## config.mk

```make
export PLATFORM = sky130hd
export DESIGN_NAME = fetch_controller
export DESIGN_NICKNAME = d
export VERILOG_FILES = /design/src/rtl/fetch_ctrl_pkg.sv /design/src/rtl/sat_counter.sv /design/src/rtl/fetch_controller.sv
export SDC_FILE = /design/constraint.sdc
export NUM_CORES = 1
export LEC_CHECK = 0
export BUFFER_PORTS_ARGS = -buffer_cell sky130_fd_sc_hd__buf_2
export CORE_UTILIZATION = 45
export CTS_CLUSTER_SIZE = 40
export DETAILED_ROUTE_END_ITERATION = 10
export PLACE_DENSITY = 0.71
export SYNTH_ARGS = -nofsm -noshare
export SYNTH_HDL_FRONTEND = slang
export SYNTH_HIERARCHICAL = 1
export SYNTH_SLANG_ARGS = --single-unit
```

## constraint.sdc

```tcl
create_clock -name clock -period 2.4 [get_ports clock]
set_input_delay 0.12 -clock clock [delete_from_list [all_inputs] [get_ports clock]]
set_output_delay 0.12 -clock clock [all_outputs]
set_load 0.05 [all_outputs]
```

## src/rtl/fetch_ctrl_pkg.sv

```systemverilog
// Shared definitions for the instruction-fetch sequencing controller.
package fetch_ctrl_pkg;

  // Controller states, encoded BOOT = 0, RUN = 1, FLUSH = 2, HALT = 3.
  typedef enum logic [1:0] {
    BOOT  = 2'd0,
    RUN   = 2'd1,
    FLUSH = 2'd2,
    HALT  = 2'd3
  } fetch_state_t;

  // Default width of the PC and of the jump target.
  localparam int PC_WIDTH_DEF = 10;

  // Largest number of post-reset bubble cycles the boot counter can express.
  localparam int BOOT_CYCLES_MAX = 15;

  // Boot counter width, sized to hold BOOT_CYCLES_MAX.
  localparam int BOOT_CNT_W = $clog2(BOOT_CYCLES_MAX + 1);

endpackage

```

## src/rtl/sat_counter.sv

```systemverilog
// Saturating up-counter with enable and asynchronous active-low clear.
module sat_counter #(
  parameter int WIDTH = 16
) (
  input  logic             clock,
  input  logic             clear_n,
  input  logic             en,
  output logic [WIDTH-1:0] count
);

  // Increment that sticks at all ones instead of wrapping.
  function automatic logic [WIDTH-1:0] sat_inc(input logic [WIDTH-1:0] v);
    if (&v) begin
      return v;
    end
    return v + WIDTH'(1);
  endfunction

  // Count enabled cycles; clear is immediate.
  always_ff @(posedge clock or negedge clear_n) begin
    if (!clear_n) begin
      count <= '0;
    end else if (en) begin
      count <= sat_inc(count);
    end
  end

endmodule

```

## src/rtl/fetch_controller.sv

```systemverilog
// Fetch-stage sequencing controller: boot bubbles, redirect flush,
// load-use stall, halt and single-step, plus stall/redirect counters.
// Outputs are decoded combinationally from the state register and the
// current requests so the fetch stage can latch them on the falling edge.
module fetch_controller
  import fetch_ctrl_pkg::*;
#(
  parameter int PC_WIDTH    = PC_WIDTH_DEF,
  parameter int BOOT_CYCLES = 2,
  parameter int CNT_WIDTH   = 16
) (
  input  logic                 clock,
  input  logic                 reset_n,
  input  logic                 stall_req,
  input  logic                 redirect_req,
  input  logic [PC_WIDTH-1:0]  redirect_target,
  input  logic                 halt_req,
  input  logic                 resume,
  input  logic                 step_mode,
  input  logic                 step_req,
  output logic                 PC_write,
  output logic                 PC_sel,
  output logic [PC_WIDTH-1:0]  jump_address,
  output logic                 IF_ID_write,
  output logic                 IF_ID_flush,
  output logic                 halted,
  output logic                 step_ack,
  output logic [CNT_WIDTH-1:0] stall_count,
  output logic [CNT_WIDTH-1:0] redirect_count
);

  fetch_state_t          state;
  fetch_state_t          next_state;
  logic [BOOT_CNT_W-1:0] boot_cnt;
  logic                  boot_done;
  logic                  stall_inc;
  logic                  redirect_inc;
  logic                  step_take;

  // Last bubble cycle of the boot sequence.
  assign boot_done = (boot_cnt == BOOT_CNT_W'(BOOT_CYCLES - 1));

  // Decode fetch controls and the next state from state and requests.
  always_comb begin
    next_state   = state;
    PC_write     = 1'b0;
    PC_sel       = 1'b0;
    jump_address = '0;
    IF_ID_write  = 1'b0;
    IF_ID_flush  = 1'b0;
    halted       = 1'b0;
    stall_inc    = 1'b0;
    redirect_inc = 1'b0;
    step_take    = 1'b0;
    case (state)
      BOOT: begin
        // Memory output is not yet meaningful; keep bubbles flowing.
        IF_ID_flush = 1'b1;
        if (boot_done) begin
          next_state = RUN;
        end
      end
      RUN: begin
        if (redirect_req) begin
          PC_write     = 1'b1;
          PC_sel       = 1'b1;
          jump_address = redirect_target;
          IF_ID_flush  = 1'b1;
          redirect_inc = 1'b1;
          next_state   = FLUSH;
        end else if (halt_req) begin
          next_state = HALT;
        end else if (stall_req) begin
          stall_inc = 1'b1;
        end else if (step_mode) begin
          PC_write    = step_req;
          IF_ID_write = step_req;
          step_take   = step_req;
        end else begin
          PC_write    = 1'b1;
          IF_ID_write = 1'b1;
        end
      end
      FLUSH: begin
        // The instruction read at the old PC is still arriving: squash it
        // and keep fetching sequentially from the target. ID holds a bubble,
        // so halt and stall requests cannot be genuine here.
        PC_write    = 1'b1;
        IF_ID_flush = 1'b1;
        if (redirect_req) begin
          PC_sel       = 1'b1;
          jump_address = redirect_target;
          redirect_inc = 1'b1;
        end else begin
          next_state = RUN;
        end
      end
      HALT: begin
        halted = 1'b1;
        if (resume) begin
          next_state = RUN;
        end
      end
      default: begin
        next_state = BOOT;
      end
    endcase
  end

  // State, boot bubble counter and the registered step acknowledge.
  always_ff @(posedge clock or negedge reset_n) begin
    if (!reset_n) begin
      state    <= BOOT;
      boot_cnt <= '0;
      step_ack <= 1'b0;
    end else begin
      state    <= next_state;
      step_ack <= step_take;
      if (state == BOOT && !boot_done) begin
        boot_cnt <= boot_cnt + BOOT_CNT_W'(1);
      end
    end
  end

  sat_counter #(
    .WIDTH (CNT_WIDTH)
  ) u_stall_cnt (
    .clock   (clock),
    .clear_n (reset_n),
    .en      (stall_inc),
    .count   (stall_count)
  );

  sat_counter #(
    .WIDTH (CNT_WIDTH)
  ) u_redirect_cnt (
    .clock   (clock),
    .clear_n (reset_n),
    .en      (redirect_inc),
    .count   (redirect_count)
  );

endmodule

```

==> qor.yml, run 1 <==
period_needed_ns: 1.980
slew_headroom: 0.4274
synthToLayoutAreaGrowth_pct: 22.30
multiInputGateArea_sq_um: 1219
vias: 1788
grt_overflow_total: 0
placed_cells: 337
htreeDepth: 2
clock-sinks: 39
setup.worst_path.end_class: "flip-flop"
grt_first_pass_wirelength_um: 7065
worstSetupPathType: "flip-flop to flip-flop"
min_path_type: "input port to flip-flop"
drive_gt1_frac: 0.3705
numCtsBuffers: 5
setup_viol: 0
synth.avg_cell_area_sq_um: 10.74
worst_slew_pin_slew_ns: 0.8589
cp.required_ns: 2.60
synthArstFlopShare: 1.000
max_freq_mhz: 505.1
crit_fanout: 7
drc: 0
synth.most_common_cell: "dfrtp_1"
syn_nets: 235
cts_tree: "yes"
synth_edf_count: 0
r2r_slack_ns: 0.42
cap_viol_max_count: 0
dieArea_sq_um: 5249
fill_cells: 439
drt-total-wl_um: 4220
wl_per_cell_um: 12.23
dpl.hpwl_um: 3128
final-seq-area_sq_um: 975.9
cts_buffer_depth: 2
yosysTopAreaCellShare: 0.4370
pin_count: 66
arrival_ns: 2.18
clk_pin_slew_ns: 0.07
ant_nets: 0
status: "complete, no violations"
r2r_cells: 7
ys_ff_latch: 39
io_buffers: 65
ys_seq_area_frac: 0.4370
hold_depth: 2
p_leak_nw: 1.474
synthFlopType: "dfrtp_1"
fin_crit_sh: 0.8250
synth.area.top_cells: "dfrtp_1, xor2_1, ha_1"
synthTopCellsByCount: "dfrtp_1, xor2_1, nand2_1, nor2_1, nor3_1"
core_sq_um: 4755
synth_cell_type_count: 34
grt_pass1_vias: 1603
die_height_um: 72.45
drt_iter0_drc: 86
worstSkewPairLatency_ns: 0.28
gp_congestion: 0.7564
netlist_area_sq_um: 2233
grt_use_total: 0.1723
drt_pass1_iterations: 4
finalMaxSlewViolations: 0
fp-row-count: 25
hold_viol_final: 0
vdd.ir_drop.worst_mv: 0.9107
diodes: 0
power_density_nw_per_um2: 981.1
grt_max_degree: 40
start_util: 0.4697
yosysTopAreaCell: "dfrtp_1"
critPathLaunchType: "flip-flop"
nets: 305
cts_root_buffer: "clkbuf_8"
viasPerCell: 5.183
antenna_found_initial: 0
fin_skew_ns: 0.004584
syn-instance-count: 208
yosysWarnings: 6
instances_no_fill: 345
fp.dieW_um: 72.45
setup-tns-final_ns: 0
rsz0062_at_grt: "no"
-- cell type report --
cell class,instances,area share
tap,67,0.03069
clock inverter,1,0.001832
timing repair buffer,67,0.1255
clock buffer,6,0.03023
inverter,6,0.008246
sequential,39,0.3573
multi-input combinational,159,0.4462
-- worst max-delay path, stage by stage, from the launching register on --
cell and delay, ns:
dfrtp_1 0.43, inv_1 0.10, ha_1 0.24, and3_2 0.28, and3_2 0.18, nand3_1 0.21, nor3b_1 0.29, xor2_1 0.17
-- worst paths after layout --
path,from,endpoint
min,stall_req,step_ack$_DFF_PN0_
max,state[1]$_DFFE_PN0P_,u_stall_cnt/count[5]$_DFFE_PN0P_
max in group asynchronous,reset_n,state[0]$_DFFE_PN0P_
min in group asynchronous,reset_n,u_stall_cnt/count[13]$_DFFE_PN0P_
min reg2reg,boot_cnt[3]$_DFFE_PN0P_,boot_cnt[3]$_DFFE_PN0P_
max reg2reg,state[1]$_DFFE_PN0P_,u_stall_cnt/count[5]$_DFFE_PN0P_
-- routing by layer --
metal	track usage	vias to the layer above	wire length (um)
li1	-	892	-
met1	0.2348	841	2062
met2	0.2741	50	1917
met3	0.04306	5	198
met4	0.04575	0	41
met5	0	-	0
-- power by group --
part	internal [mW]	switching [mW]	leakage, nW
combinational	0.385	0.891	0.909
sequential	0.782	0.178	0.518
clock	0.225	0.218	0.0470
-- flip-flops by register name, indices dropped and copies added, names as in the netlist --
signal                count
u_redirect_cnt/count     16
u_stall_cnt/count        16
boot_cnt                  4
state                     2
step_ack                  1
-- repair_timing --
action / 4_1_cts / 5_1_grt
buffers inserted: 0 / 0
endpoints found under the setup margin: 0 / 0
hold buffers: 1 / 0
gates resized for setup: 0 / 0
endpoints found under the hold margin: 39 / 0
-- stage by stage --
stage / util / total power, mW / cell area (sq um) / hold slack, ns / setup WS [ns]
floorplan: - / 1.938 / 2235 / -0.1756 / 0.1587
global placement: 0.5539 / 2.227 / 2634 / 0.2750 / 0.4983
detailed placement: 0.5539 / 2.255 / 2634 / 0.2936 / 0.4048
CTS: 0.5745 / 2.709 / 2731 / 0.02177 / 0.3945
global route: 0.5745 / 2.835 / 2731 / 0.02345 / 0.2327
finish: 0.5745 / 2.680 / 2731 / 0.02933 / 0.4200
-- layout by cell type, fill, tap and decap left out, types with 2 or more instances in the layout --
cell type,Yosys,layout
nand3_1,12,12
nand2_1,13,13
mux2_2,10,10
xor2_1,16,16
buf_2,2,65
o211ai_1,2,2
nor3b_1,2,2
o21a_1,2,2
dfrtp_1,39,39
o21ai_0,5,5
and4_1,4,4
nand2b_1,4,4
nand4_4,2,2
a21oi_1,3,3
nand4_2,4,4
nor3_1,13,13
nand4_1,7,7
nor4_4,2,2
nor2_1,13,13
nor4_2,4,4
or2_0,2,2
inv_1,6,6
clkbuf_8,0,6
and3_1,9,9
ha_1,9,9
and3_2,4,4
nor2b_1,2,2
xnor2_1,9,9
-- logic make-up after synthesis --
kind of cell             count (synthesis)  share of synthesized area
flip-flops                              39                     0.4370
multiplexers                            10                    0.05042
buffers and inverters                   10                    0.01793
adder cells (fa/ha/maj)                  9                    0.05042
AND/OR/NAND/NOR                        100                     0.2952
AO/OA/AOI/OAI                           15                    0.05098
XOR/XNOR                                25                    0.09804
(Power assumes the default switching activity.)
==> run 2, diff against run 1 <==
--- a/config.mk
+++ b/config.mk
@@ -9,7 +9,7 @@
 export CORE_UTILIZATION = 45
 export CTS_CLUSTER_SIZE = 40
 export DETAILED_ROUTE_END_ITERATION = 10
-export PLACE_DENSITY = 0.71
+export PLACE_DENSITY = 0.74
 export SYNTH_ARGS = -nofsm -noshare
 export SYNTH_HDL_FRONTEND = slang
 export SYNTH_HIERARCHICAL = 1
==> constraint.sdc (replaced) <==
create_clock -name clock -period 1.6 [get_ports clock]
set_input_delay 0.08 -clock clock [delete_from_list [all_inputs] [get_ports clock]]
set_output_delay 0.08 -clock clock [all_outputs]
set_load 0.05 [all_outputs]
==> qor.yml, run 2 (synthesized netlist as in run 1, its figures left out) <==
status: "complete, but fails checks"
violations: "negative setup slack"
r2r_cells: 6
fp-row-count: 25
min_path_type: "input port to flip-flop"
cp_num_buf_inv: 1
drt_iter0_drc: 93
cts_buffer_depth: 2
clk_pin_slew_ns: 0.08
fin_skew_ns: 0.003778
hold_viol_final: 0
fin_ws_ns: -0.1214
p_leak_nw: 1.798
worstSetupPathType: "flip-flop to flip-flop"
layout_common_cells: "buf_4, buf_2, dfrtp_2, xor2_1, buf_6"
worstSkewPairLatency_ns: 0.29
min_to: "state[0]$_DFFE_PN0P_"
finalMaxSlewViolations: 0
vdd.ir_drop.worst_mv: 1.209
drive_gt1_frac: 0.6941
grt_overflow_total: 0
core_sq_um: 4755
r2r_slack_ns: -0.12
dieArea_sq_um: 5249
crit_slowest_cell: "dfrtp_2"
drt-total-wl_um: 6335
max_freq_mhz: 580.9
cp.required_ns: 1.78
slew_headroom: 0.6236
cts_root_buffer: "clkbuf_8"
gp_congestion: 0.8113
holdCritStartpoint: "resume"
wl_per_cell_um: 15.57
numCtsBuffers: 5
viasPerCell: 5.251
placed_cells: 384
crit_chain: "buf_6 -> ha_4 -> and3_4 -> nand4_1 -> nor3_2 -> mux2_4"
ant_nets: 0
crit_fanout: 4
grt_pass1_vias: 2053
clock-sinks: 39
nets: 366
vias: 2137
critPathLaunchType: "flip-flop"
dpl.hpwl_um: 3970
fin_crit_sh: 1.076
diodes: 0
cts_tree: "yes"
grt_max_degree: 40
fp.dieW_um: 72.45
p_total_mw: 5.439
die_height_um: 72.45
max_stage_delay_ns: 0.41
r2r-end: "u_stall_cnt/count[14]$_DFFE_PN0P_"
crit_family: "simple AND/OR/NAND/NOR gates"
grt_first_pass_wirelength_um: 9549
setup.worst_path.end_class: "flip-flop"
drt_pass1_iterations: 4
final_common_cell: "buf_4"
hold_depth: 4
instances_no_fill: 407
htreeDepth: 2
antenna_found_initial: 0
top_regs: "u_redirect_cnt/count x16, u_stall_cnt/count x16, boot_cnt x4"
synthToLayoutAreaGrowth_pct: 68.52
power_density_nw_per_um2: 1445
start_util: 0.4697
io_buffers: 65
worst_slew_pin_slew_ns: 0.5603
grt_use_total: 0.2351
period_needed_ns: 1.721
pin_count: 66
cap_viol_max_count: 0
rsz0062_at_grt: "yes"
r2r-start: "state[0]$_DFFE_PN0P_"
drc: 0
setup_viol: 34
arrival_ns: 1.91
final_util: 0.7916
run 2: cell types whose count changed in the layout (fill, tap and decap cells not counted), sizes merged:
| cell | previous run | this run |
|---|---|---|
| buf | 66 | 125 |
| clkbuf | 6 | 7 |
| clkinv | 1 | 0 |
| clkinvlp | 0 | 1 |
| dlygate4sd3 | 1 | 3 |
run 2: per-stage QoR:
stage / instance area [sq um] / hold slack [ns] / setup slack [ns] / TNS [ns]
2_1_floorplan: 2401 / -0.2156 / -0.3521 / -5.009
3_3_place_gp: 3152 / 0.1646 / -0.1238 / -0.8792
3_5_place_dp: 3152 / 0.1705 / -0.1887 / -2.102
4_1_cts: 3523 / 0.2912 / -0.1021 / -1.336
5_1_grt: 3764 / 0.3277 / -0.1801 / -4.000
6_report: 3764 / 0.3135 / -0.1214 / -2.193
run 2: timing repair:
item                       CTS  global route
gates cloned                 0             1
setup buffers                4             7
setup endpoints to repair   36            40
pin swaps                   18            19
hold endpoints to repair    40             0
hold buffers                 3             0
gates resized for setup     51            42
run 2: worst max-delay path by stage:
stage / from / end / slack (ns) / cells after the start
after floorplan: state[0]$_DFFE_PN0P_ / u_redirect_cnt/count[14]$_DFFE_PN0P_ / -0.35 / 7
after global placement: state[0]$_DFFE_PN0P_ / u_redirect_cnt/count[15]$_DFFE_PN0P_ / -0.12 / 7
after detailed placement: state[0]$_DFFE_PN0P_ / u_redirect_cnt/count[15]$_DFFE_PN0P_ / -0.19 / 7
after CTS: state[0]$_DFFE_PN0P_ / u_redirect_cnt/count[15]$_DFFE_PN0P_ / -0.10 / 7
after global routing: state[0]$_DFFE_PN0P_ / u_stall_cnt/count[14]$_DFFE_PN0P_ / -0.18 / 6
final: state[0]$_DFFE_PN0P_ / u_stall_cnt/count[14]$_DFFE_PN0P_ / -0.12 / 6
run 2: where the power goes:
group / internal, mW / total (mW) / leakage (nW) / switching [mW]
registers: 1.20 / 1.37 / 0.473 / 0.171
logic: 1.44 / 3.32 / 1.27 / 1.88
clock network: 0.392 / 0.757 / 0.0505 / 0.364
run 2: metal layers:
metal  wire [um]  up-vias  GRT usage  share of wire
met4          67        0    0.06754          0.011
li1            -     1016          -              -
met2        3323       60     0.4071           0.52
met3         230       10    0.04167          0.036
met5           0        -          0              0
met1        2714     1051     0.3010           0.43
run 2: cell type report:
class,count,area (sq um)
inverter,6,22.52
multi-input combinational,159,1608
sequential,39,1013
timing repair buffer,128,932.1
fill,295,991.0
clock inverter,1,7.507
clock buffer,7,96.34
tap,67,83.83
run 2: worst min-delay path: cells and delay by family:
| kind | cells | cell delay, ns |
|---|---|---|
| muxes | 1 | 0.18 |
| and+or+nand+nor | 1 | 0.13 |
| buffers and inverters | 1 | 0.11 |
| AOI/OAI and AO/OA | 1 | 0.07 |
==> run 3, diff against run 2 <==
--- a/config.mk
+++ b/config.mk
@@ -6,10 +6,12 @@
 export NUM_CORES = 1
 export LEC_CHECK = 0
 export BUFFER_PORTS_ARGS = -buffer_cell sky130_fd_sc_hd__buf_2
-export CORE_UTILIZATION = 45
+export CELL_PAD_IN_SITES_DETAIL_PLACEMENT = 1
+export CELL_PAD_IN_SITES_GLOBAL_PLACEMENT = 2
+export CORE_UTILIZATION = 29
 export CTS_CLUSTER_SIZE = 40
 export DETAILED_ROUTE_END_ITERATION = 10
-export PLACE_DENSITY = 0.74
+export PLACE_DENSITY_LB_ADDON = 0.1
 export SYNTH_ARGS = -nofsm -noshare
 export SYNTH_HDL_FRONTEND = slang
 export SYNTH_HIERARCHICAL = 1
==> qor.yml, run 3 (synthesized netlist as in run 1, its figures left out) <==
status: "complete, but fails checks"
violations: "negative setup slack"
cp_num_buf_inv: 2
max_stage_delay_ns: 0.38
fin_crit_sh: 1.068
r2r_cells: 6
fin_ws_ns: -0.1080
htreeDepth: 2
crit_slowest_cell: "dfrtp_1"
whs_ns: 0.008522
sequentialPowerShare: 0.267
worstSetupPathType: "flip-flop to flip-flop"
clock-sinks: 39
synthToLayoutAreaGrowth_pct: 65.71
p_total_mw: 5.175
diodes: 0
p_switching_mw: 2.282
grt_first_pass_wirelength_um: 10800
grt_overflow_total: 0
cellInternalPower_mw: 2.893
worstSkewPairLatency_ns: 0.29
slew_headroom: 0.6101
crit_chain: "inv_1 -> ha_1 -> inv_1 -> o31a_1 -> a2111oi_4 -> mux2_2"
p_leak_nw: 1.792
numCtsBuffers: 5
nets: 364
fp-row-count: 31
top_regs: "u_redirect_cnt/count x16, u_stall_cnt/count x16, boot_cnt x4"
drt_pass1_iterations: 4
r2r-end: "state[1]$_DFFE_PN0P_"
arrival_ns: 1.89
setup.worst_path.end_class: "flip-flop"
setup_viol: 22
dieArea_sq_um: 8056
period_needed_ns: 1.708
fin_skew_ns: 0.009836
power_density_nw_per_um2: 1398
hold_depth: 3
cts_root_buffer: "clkbuf_8"
core_sq_um: 7331
min_to: "step_ack$_DFF_PN0_"
max_freq_mhz: 585.5
drt-total-wl_um: 6325
ant_nets: 0
gp_congestion: 0.7340
cap_viol_max_count: 0
grt_pass1_vias: 2170
fp.dieW_um: 89.76
grt_use_total: 0.1662
cts_buffer_depth: 2
p_clk_frac: 0.170
p_comb_frac: 0.563
crit_cells: 6
crit_top_cell: "inv_1"
final_common_cell: "buf_4"
cts_tree: "yes"
swShare: 0.4410
hold_viol_final: 0
wl_per_cell_um: 14.47
start_util: 0.3047
drt_iter0_drc: 43
drive_gt1_frac: 0.6627
crit_family: "compound AO/OA/AOI/OAI gates"
critPathLaunchType: "flip-flop"
finalMaxSlewViolations: 0
rsz0062_at_grt: "yes"
io_buffers: 65
setup-tns-final_ns: -0.9217
layout_common_cells: "buf_4, buf_2, dfrtp_2, xor2_1, buf_6"
vias: 2063
pin_count: 66
grt_max_degree: 26
worst_slew_pin_slew_ns: 0.5849
clk_pin_slew_ns: 0.08
min_path_type: "input port to flip-flop"
instances_no_fill: 437
drc: 0
vdd.ir_drop.worst_mv: 0.8835
cp.required_ns: 1.78
r2r-start: "boot_cnt[1]$_DFFE_PN0P_"
dpl.hpwl_um: 4810
r2r_slack_ns: -0.11
viasPerCell: 4.721
holdCritStartpoint: "step_mode"
die_height_um: 89.76
placed_cells: 424
crit_fanout: 2
antenna_found_initial: 0
-- run 3: changes by cell type in the layout (fill, tap and decap cells not counted), moves of 2 or more --
| cell | before | now |
|---|---|---|
| buf_8 | 5 | 2 |
| buf_4 | 53 | 56 |
| nor3_1 | 2 | 4 |
| nor2_2 | 2 | 4 |
| and3_1 | 0 | 9 |
| mux2_2 | 2 | 5 |
| mux2_4 | 8 | 5 |
| and3_4 | 13 | 3 |
-- run 3: area by class of cell --
type	count	area, sq um
well taps	99	123.9
fillers	813	3630
flip-flops and latches	39	1012
inverters	6	22.52
repair buffers	126	888.4
clock inverters	2	35.03
clock buffers	6	82.58
multi-input cells	159	1536
-- run 3: through the flow --
step | utilization | instance area, sq um | worst slack, ns
4_1_cts | 0.4943 | 3623 | -0.1253
5_1_grt | 0.5049 | 3701 | -0.1962
3_3_place_gp | 0.4436 | 3252 | -0.1591
3_5_place_dp | 0.4436 | 3252 | -0.1748
2_1_floorplan | - | 2401 | -0.3521
6_report | 0.5049 | 3701 | -0.1080
-- run 3: what timing repair did --
action,CTS,global route
hold endpoints to repair,24,0
setup endpoints to repair,39,39
hold buffers,2,0
buffers inserted,2,3
pin swaps,27,14
gates cloned,0,0
resized for setup,54,15
-- run 3: power by group through the flow --
stage | Combinational (mW) | Sequential, mW | Clock, mW
after floorplan | 1.20 | 1.86 | 0
after global placement | 2.52 | 1.38 | 0
after detailed placement | 2.57 | 1.39 | 0
after CTS | 2.90 | 1.38 | 0.902
after global routing | 3.14 | 1.41 | 0.939
final | 2.92 | 1.38 | 0.877
-- run 3: per-layer routing --
layer | up-vias | GRT usage | routed length (um)
li1 | 1007 | - | -
met1 | 998 | 0.2209 | 2911
met2 | 53 | 0.2782 | 3088
met3 | 5 | 0.02538 | 240
met4 | 0 | 0.04918 | 83
met5 | - | 0 | 0
-- run 3: tightest hold or removal path, cell delays in order --
cell	delay, ns
buf_2	0.10
nand2_1	0.05
nor3_1	0.04
-- run 3: how the worst max path moves through the flow --
stage               slack, ns                              endpoint                    start
floorplan               -0.35  u_redirect_cnt/count[14]$_DFFE_PN0P_     state[0]$_DFFE_PN0P_
global placement        -0.16   u_redirect_cnt/count[7]$_DFFE_PN0P_     state[0]$_DFFE_PN0P_
detailed placement      -0.17     u_stall_cnt/count[11]$_DFFE_PN0P_     state[1]$_DFFE_PN0P_
CTS                     -0.13                  state[1]$_DFFE_PN0P_  boot_cnt[1]$_DFFE_PN0P_
global route            -0.20  u_redirect_cnt/count[14]$_DFFE_PN0P_     state[0]$_DFFE_PN0P_
finish                  -0.11                  state[1]$_DFFE_PN0P_  boot_cnt[1]$_DFFE_PN0P_
